File: src/rtl/cdb_arbiter.sv
// Common data bus arbiter: four one-entry holding buffers (ALU, MUL, MEM, BR) feeding a
// round-robin broadcast. Define CDB_ARBITER_OUTREG_EN to register the broadcast (one extra cycle).

module cdb_hold_buf #(
    parameter int DATA_W    = 32,
    parameter int ROB_IDX_W = 5
) (
    input  logic                 clk,
    input  logic                 rst,
    input  logic                 flush,
    input  logic                 load,
    input  logic                 clear,
    input  logic [4:0]           in_rd_addr,
    input  logic [ROB_IDX_W-1:0] in_rob_idx,
    input  logic [DATA_W-1:0]    in_data,
    output logic                 vld,
    output logic [4:0]           rd_addr,
    output logic [ROB_IDX_W-1:0] rob_idx,
    output logic [DATA_W-1:0]    data
);
    // A refill in the cycle the entry is granted keeps it full with the new result.
    always_ff @(posedge clk or negedge rst) begin
        if (!rst) begin
            vld     <= 1'b0;
            rd_addr <= '0;
            rob_idx <= '0;
            data    <= '0;
        end else if (flush) begin
            vld <= 1'b0;
        end else if (load) begin
            vld     <= 1'b1;
            rd_addr <= in_rd_addr;
            rob_idx <= in_rob_idx;
            data    <= in_data;
        end else if (clear) begin
            vld <= 1'b0;
        end
    end
endmodule

module cdb_arbiter #(
    parameter int DATA_W    = 32,
    parameter int ROB_IDX_W = 5,
    parameter int N_REQ     = 4
) (
    input  logic                                clk,
    input  logic                                rst,
    input  logic                                flush,
    input  logic [N_REQ-1:0]                    req_valid,
    output logic [N_REQ-1:0]                    req_ready,
    input  logic [N_REQ-1:0][4:0]               req_rd_addr,
    input  logic [N_REQ-1:0][ROB_IDX_W-1:0]     req_rob_idx,
    input  logic [N_REQ-1:0][DATA_W-1:0]        req_data,
    output logic                                cdb_valid,
    output logic [1:0]                          cdb_src,
    output logic [4:0]                          cdb_rd_addr,
    output logic [ROB_IDX_W-1:0]                cdb_rob_idx,
    output logic [DATA_W-1:0]                   cdb_data
);
    logic [N_REQ-1:0]                buf_vld;
    logic [N_REQ-1:0][4:0]           buf_rd;
    logic [N_REQ-1:0][ROB_IDX_W-1:0] buf_rob;
    logic [N_REQ-1:0][DATA_W-1:0]    buf_data;
    logic [N_REQ-1:0]                grant;
    logic [N_REQ-1:0]                hs;
    logic [1:0]                      rr_ptr;
    logic [1:0]                      gnt_idx;
    logic [1:0]                      scan_idx;
    logic                            gnt_any;
    logic [4:0]                      sel_rd;
    logic [ROB_IDX_W-1:0]            sel_rob;
    logic [DATA_W-1:0]               sel_data;

    // First full buffer at or after rr_ptr wins; nothing is granted while flushing.
    always_comb begin
        gnt_any  = 1'b0;
        gnt_idx  = rr_ptr;
        scan_idx = rr_ptr;
        for (int k = 0; k < N_REQ; k++) begin
            scan_idx = rr_ptr + 2'(k);
            if (!gnt_any && buf_vld[scan_idx]) begin
                gnt_any = 1'b1;
                gnt_idx = scan_idx;
            end
        end
        if (flush) gnt_any = 1'b0;
    end

    assign grant     = gnt_any ? (N_REQ'(1) << gnt_idx) : '0;
    assign req_ready = (rst && !flush) ? (~buf_vld | grant) : '0;
    assign hs        = req_valid & req_ready;

    for (genvar i = 0; i < N_REQ; i++) begin : g_buf
        cdb_hold_buf #(.DATA_W(DATA_W), .ROB_IDX_W(ROB_IDX_W)) u_buf (
            .clk        (clk),
            .rst        (rst),
            .flush      (flush),
            .load       (hs[i]),
            .clear      (grant[i]),
            .in_rd_addr (req_rd_addr[i]),
            .in_rob_idx (req_rob_idx[i]),
            .in_data    (req_data[i]),
            .vld        (buf_vld[i]),
            .rd_addr    (buf_rd[i]),
            .rob_idx    (buf_rob[i]),
            .data       (buf_data[i])
        );
    end

    always_ff @(posedge clk or negedge rst) begin
        if (!rst)         rr_ptr <= 2'd0;
        else if (gnt_any) rr_ptr <= gnt_idx + 2'd1;
    end

    assign sel_rd   = gnt_any ? buf_rd[gnt_idx]   : '0;
    assign sel_rob  = gnt_any ? buf_rob[gnt_idx]  : '0;
    assign sel_data = gnt_any ? buf_data[gnt_idx] : '0;

`ifdef CDB_ARBITER_OUTREG_EN
    // Payload is zeroed alongside the valid so idle cycles drive all-zero outputs.
    always_ff @(posedge clk or negedge rst) begin
        if (!rst || flush) begin
            cdb_valid   <= 1'b0;
            cdb_src     <= '0;
            cdb_rd_addr <= '0;
            cdb_rob_idx <= '0;
            cdb_data    <= '0;
        end else begin
            cdb_valid   <= gnt_any;
            cdb_src     <= gnt_any ? gnt_idx : 2'd0;
            cdb_rd_addr <= sel_rd;
            cdb_rob_idx <= sel_rob;
            cdb_data    <= sel_data;
        end
    end
`else
    assign cdb_valid   = gnt_any;
    assign cdb_src     = gnt_any ? gnt_idx : 2'd0;
    assign cdb_rd_addr = sel_rd;
    assign cdb_rob_idx = sel_rob;
    assign cdb_data    = sel_data;
`endif
endmodule

File: config.mk
export PLATFORM = sky130hd
export DESIGN_NAME = cdb_arbiter
export DESIGN_NICKNAME = d
export VERILOG_FILES = /design/src/rtl/cdb_arbiter.sv
export SDC_FILE = /design/constraint.sdc
export NUM_CORES = 1
export LEC_CHECK = 0
export CORE_MARGIN = 2
export CORE_UTILIZATION = 53
export CTS_CLUSTER_DIAMETER = 150
export DETAILED_ROUTE_END_ITERATION = 10
export PLACE_DENSITY = 0.91
export SYNTH_ARGS = -nofsm -noshare
export SYNTH_HDL_FRONTEND = slang
export SYNTH_SLANG_ARGS = --single-unit
File: constraint.sdc
create_clock -name clk -period 4.77 [get_ports clk]
set_clock_uncertainty 0.15 [all_clocks]
set_input_delay 0.7155 -clock clk [delete_from_list [all_inputs] [get_ports clk]]
set_output_delay 0.7155 -clock clk [all_outputs]
set_load 0.02 [all_outputs]
==> results of run 1 <==
[metrics by stage]
stage / hold WS (ps) / setup slack, ps / total power [µW] / utilization
floorplan: 269.9 / 1577 / 4528 / -
global placement: 319.6 / 881.9 / 5607 / 0.7060
detailed placement: 331.3 / 752.0 / 5719 / 0.7060
CTS: 349.0 / 383.0 / 7244 / 0.7470
global route: 361.1 / 106.4 / 7627 / 0.7470
finish: 344.9 / 339.7 / 7232 / 0.7470
[sequential cells by signal, indices dropped and copies added (netlist names)]
signal               count
g_buf.u_buf.data       128
rr_ptr                   2
g_buf.u_buf.vld          4
g_buf.u_buf.rd_addr     20
g_buf.u_buf.rob_idx     20
[final cells by class]
type | count | area (µm²) | share of cell area
Sequential cell | 174 | 4354 | 0.3806
Multi-Input combinational cell | 429 | 3776 | 0.3301
Timing Repair Buffer | 240 | 2414 | 0.2110
Clock buffer | 18 | 429.2 | 0.03752
Tap cell | 211 | 264.0 | 0.02308
Clock inverter | 14 | 187.7 | 0.01641
Inverter | 4 | 15.01 | 0.001312
[power by group through the flow]
stage	registers (µW)	clock network, µW	logic, µW
3_5_place_dp	2430	0	3290
4_1_cts	2420	1490	3330
2_1_floorplan	2300	0	2230
5_1_grt	2500	1550	3580
3_3_place_gp	2400	0	3200
6_report	2430	1470	3330
[Yosys cell counts (3+ instances only)]
cell	count
o31a_1	42
nand2_1	47
mux2_1	9
o21a_1	3
buf_6	5
nor2b_1	4
o21ai_0	6
dfrtp_1	174
inv_1	4
a211oi_1	84
clkbuf_1	37
mux2_4	39
mux2_2	120
nor2_1	7
nor4_1	3
a21oi_1	44
buf_2	19
[how the worst min path moves through the flow]
stage,startpoint,to,slack (ps),depth (start not counted)
global route,g_buf[3].u_buf.data[6],g_buf[3].u_buf.data[6],360,1
floorplan,rst,g_buf[0].u_buf.data[0],270,0
finish,g_buf[3].u_buf.data[6],g_buf[3].u_buf.data[6],340,1
detailed placement,g_buf[3].u_buf.data[23],g_buf[3].u_buf.data[23],330,1
CTS,g_buf[3].u_buf.data[6],g_buf[3].u_buf.data[6],350,1
global placement,g_buf[2].u_buf.data[30],g_buf[2].u_buf.data[30],320,1
[layer usage]
layer,vias up,global-route usage,routed length (µm)
met4,0,0.1259,957
met5,-,0,0
met1,3204,0.3601,9474
li1,2884,-,-
met2,293,0.4681,11630
met3,77,0.07175,1594
[worst max-delay path, cell delays in order (launching register included)]
cell	delay, ps
dfrtp_1	500
nor3_1	270
nor4_1	130
nor2_4	920
a21oi_1	80
a211oi_1	520
clkdlybuf4s50_1	710
[what timing repair did]
item | CTS | global route
setup endpoints to repair | 0 | 0
hold buffers | 1 | 0
endpoints found under the hold margin | 9 | 0
[logic make-up after synthesis]
logic type / count (synthesis)
AOI/OAI and AO/OA: 188
DFF: 174
muxes: 168
and+or+nand+nor: 73
buffers and inverters: 65
==> flow_summary.toml, run 1 <==
[run_status]
status = "complete, no violations"

[hold_path]
worstHoldPathType = "flip-flop to flip-flop"

[critical_path]
cp.required_ps = 3900
crit_arrival_ps = 3560
critical_path_peak_fanout = 45
r2r-start = "g_buf[2].u_buf.vld"
rrSetupSlack_ps = 1280
endpoint_kind = "primary output"
worstSetupStartpointType = "flip-flop"
rr_worst_depth = 8
crit_start = "g_buf[2].u_buf.vld"
worstReg2RegEnd = "g_buf[1].u_buf.rob_idx[0]"
critPathKind = "flip-flop to primary output"
endpoint = "cdb_data[12]"

[cells_and_area]
fin_nets = 1041
final_cell_mix = "clkdlybuf4s50_1 (222), dfrtp_1 (174), mux2_2 (120)"
syn2layout_area_growth_pct = 36.38
drive_gt1_frac = 0.2526
layout_commonest_cell = "clkdlybuf4s50_1"
final_cell_area_mm2 = 0.01144
fillers = 1030
num_antenna_cells = 0
fin_cells = 1090

[power]
power_frac_comb = 0.460
p_seq_frac = 0.336
switching_share = 0.3744
p_leak_uw = 0.004705
clkPwrFrac = 0.204
max-vdd-ir-drop_uv = 410.5
powerDensity_mw_per_mm2 = 632.2
internal_power_uw = 4524
switchingPower_uw = 2708

[global_routing]
grt_usage = 0.2851
grt_max_degree = 71
overflow = 0
grt_pass1_wl_mm = 36.43
antenna_found_initial = 1
grt_pass1_vias = 6701

[die]
dieArea_mm2 = 0.01685
initial_utilization = 0.5477
io_pins = 224
core_area_mm2 = 0.01531
num_rows = 45
chipHeight_um = 129.8
chipWidth_um = 129.8

[yosys]
synth_top_cell_area_share = 0.5191
synthMuxAreaShare = 0.2430
syn_inst = 668
synth.cell_area_mm2 = 0.008388
synth.area.top_cells = "dfrtp_1 (52%), mux2_2 (16%), a211oi_1 (7.5%)"
syn_area_per_cell_um2 = 12.56
synth.ff_latch_count = 174
synth_fa_ha_area_frac = 0
synth-async-reset-ratio = 1.000
ys_types = 35
synth_simple_gate_area_frac = 0.03938
ys.flop_type = "dfrtp_1"
syn_nets = 843
yosysSeqAreaShare = 0.5191
synth_xor_area_frac = 0
yosysWarnings = 0
synth_edf_count = 0
synth_largest_area_cell = "dfrtp_1"
synth_top_family_by_area = "multiplexers"
synth_compound_area_frac = 0.1621

[job]
drv_cap = 0

[sta]
slew_headroom = 0.2178
hold_viol_final = 0
min_period_ps = 4430
rsz0062_at_grt = "false"
setup_viol = 0
fin_crit_sh = 0.9288
tns_ps = 0
slew_viol_final = 0
tightest_slew_ps = 1171
max_freq_mhz = 225.7

[clock_network]
root_buffer = "clkbuf_16"
post_cts.repair.setup_buffers = 0
path_clk_slew_ps = 60
cts_buffer_depth = 2
cts_resized = 0
cts_max_level = 4
clk_latency_ps = 430
cts_tree = "done"
cts_sinks = 174
numCtsBuffers = 17

[route]
drt_iter0_markers = 462
drc = 0
ant_nets = 0
dr.pass1.iters = 5
wire_per_inst_um = 21.70
vias = 6458
wl_mm = 23.65
viasPerCell = 5.925

[placement]
place_area_mm2 = 0.01081
gp_congestion = 0.8738
portBuffers = 223
hpwlAfterDp_mm = 15.89
dp_cells = 1057
Power figures use the tool's default switching activity.
==> inputs of run 2 (changes only) <==
Settings changed: CORE_UTILIZATION 53 to 54, CTS_BUF_LIST set to sky130_fd_sc_hd__clkbuf_2, PLACE_DENSITY 0.91 to 0.93.
==> run 2 against run 1 <==
Against the previous run:
- cell count is 2.1% lower
- flip-flop and latch count stayed put
- final area is 3.9% lower
- first-iteration DRC count is 16% higher
- register-to-register slack worse by 100 ps
- clock power is 52% lower
- die area is 1.8% lower
- routed wire length is 2.0% higher
- global-route usage is 0.89 points higher
- critical path depth is 1 higher
- combinational power is 2% higher
==> flow_summary.toml, run 2 (synthesis gave the netlist of run 1 again) <==
[run_status]
status = "complete, no violations"

[clock_network]
cts_buffer_depth = 2
cts_max_level = 4
clk_latency_ps = 730
cts_sinks = 174
path_clk_slew_ps = 270
post_cts.repair.setup_buffers = 0
root_buffer = "clkbuf_2"
cts_tree = "done"
numCtsBuffers = 17

[global_routing]
grt_usage = 0.2940
grt_pass1_vias = 6712
antenna_found_initial = 1
grt_max_degree = 86
grt_pass1_wl_mm = 37.09
overflow = 0

[sta]
slew_viol_final = 0
slew_headroom = 0.2595
fin_crit_sh = 0.9554
tightest_slew_ps = 1111
hold-worst-slack_ps = 248.0
min_period_ps = 4557
max_freq_mhz = 219.4
hold_viol_final = 0
rsz0062_at_grt = "false"
setup_viol = 0
tns_ps = 0

[route]
wl_mm = 24.12
viasPerCell = 6.182
vias = 6596
drt_iter0_markers = 537
dr.pass1.iters = 7
wire_per_inst_um = 22.60
wl_met1_mm = 9.748
ant_nets = 0
drc = 0
met2_length_mm = 11.44
routed.top_layer = "met4"
wl_met3_mm = 1.567

[job]
drv_cap = 0

[cells_and_area]
layout_commonest_cell = "clkdlybuf4s50_1"
reg_top3 = "g_buf.u_buf.data x128, g_buf.u_buf.rd_addr x20, g_buf.u_buf.rob_idx x20"
final_util = 0.7232
largest_register = "g_buf.u_buf.data"
final_cell_mix = "clkdlybuf4s50_1 (222), dfrtp_1 (173), mux2_2 (120)"
fin_nets = 1042
largest_register_ffs = 128
drive_gt1_frac = 0.2540
syn2layout_area_growth_pct = 31.07

[power]
max-vdd-ir-drop_uv = 334.8
p_leak_uw = 0.004511
powerDensity_mw_per_mm2 = 590.5

[critical_path]
cp.required_ps = 3900
r2r-start = "g_buf[2].u_buf.vld"
crit_arrival_ps = 3690
rrSetupSlack_ps = 1180
critPathKind = "flip-flop to primary output"
worstSetupStartpointType = "flip-flop"
critical_path_peak_fanout = 25
worstReg2RegEnd = "g_buf[2].u_buf.data[1]"
endpoint_kind = "primary output"
rr_worst_depth = 7

[die]
core_area_mm2 = 0.01520
chipWidth_um = 128.6
chipHeight_um = 128.6
initial_utilization = 0.5518
dieArea_mm2 = 0.01655
num_rows = 45
io_pins = 224

[placement]
gp_congestion = 0.8575
hpwlAfterDp_mm = 16.20
portBuffers = 223

[hold_path]
worstHoldPathType = "input pin to async pin"
[run 2: cell types whose count changed in the layout (fill, tap and decap cells not counted), sizes merged]
cell and change:
bufinv -3, clkbuf +2, clkinvlp +3, diode +1, inv -4, nor2 +1
[run 2: where the power goes]
| part | internal, µW | leakage [µW] | total, µW | switching [µW] |
|---|---|---|---|---|
| Clock | 187 | 0.000116 | 706 | 520 |
| Combinational | 1580 | 0.00234 | 3390 | 1810 |
| Sequential | 2050 | 0.00206 | 2400 | 352 |
[run 2: worst max path at each step]
stage | from | endpoint | slack (ps) | cells after the start
2_1_floorplan | g_buf[2].u_buf.vld | cdb_data[11] | 1580 | 9
6_report | rr_ptr[0] | cdb_rob_idx[4] | 210 | 7
3_3_place_gp | flush | cdb_rd_addr[1] | 950 | 4
4_1_cts | g_buf[3].u_buf.vld | cdb_rob_idx[2] | 40 | 7
5_1_grt | g_buf[2].u_buf.vld | cdb_data[22] | 5 | 8
3_5_place_dp | flush | cdb_data[8] | 900 | 4
[run 2: critical path, cell delays in order, from the launching register on]
cell and delay, ps:
dfrtp_1 550, nor2b_1 280, o21a_2 430, or3_4 440
buf_12 230, nand2_1 70, a211oi_1 270, clkdlybuf4s50_1 670
[run 2: per-stage QoR]
stage | power, µW | area [µm²] | setup WS (ps) | instances
4_1_cts | 6437 | 10960 | 44.96 | 1065
5_1_grt | 6857 | 10990 | 5.397 | 1067
6_report | 6492 | 10990 | 212.6 | 1067
3_5_place_dp | 5741 | 10760 | 903.1 | 1034
2_1_floorplan | 4528 | 8388 | 1577 | 668
3_3_place_gp | 5603 | 10760 | 945.0 | 1034
[run 2: area by class of cell]
class	count	area, µm²
well taps	188	235.2
flip-flops and latches	174	4355
multi-input cells	430	3802
diodes	1	2.502
clock inverters	10	95.09
inverters	4	15.01
clock buffers	20	100.1
repair buffers	240	2389
fillers	1017	4208
[run 2: timing repair]
item / in CTS / in global routing
gates resized for setup: 0 / 5
endpoints found under the setup margin: 0 / 43
hold buffers: 1 / 0
hold endpoints to repair: 48 / 0
[run 2: routing by layer]
layer | vias to the layer above | global-route usage
met1 | 3282 | 0.3857
met4 | 0 | 0.1605
li1 | 2895 | -
met3 | 99 | 0.06445
met2 | 320 | 0.4596
met5 | - | 0
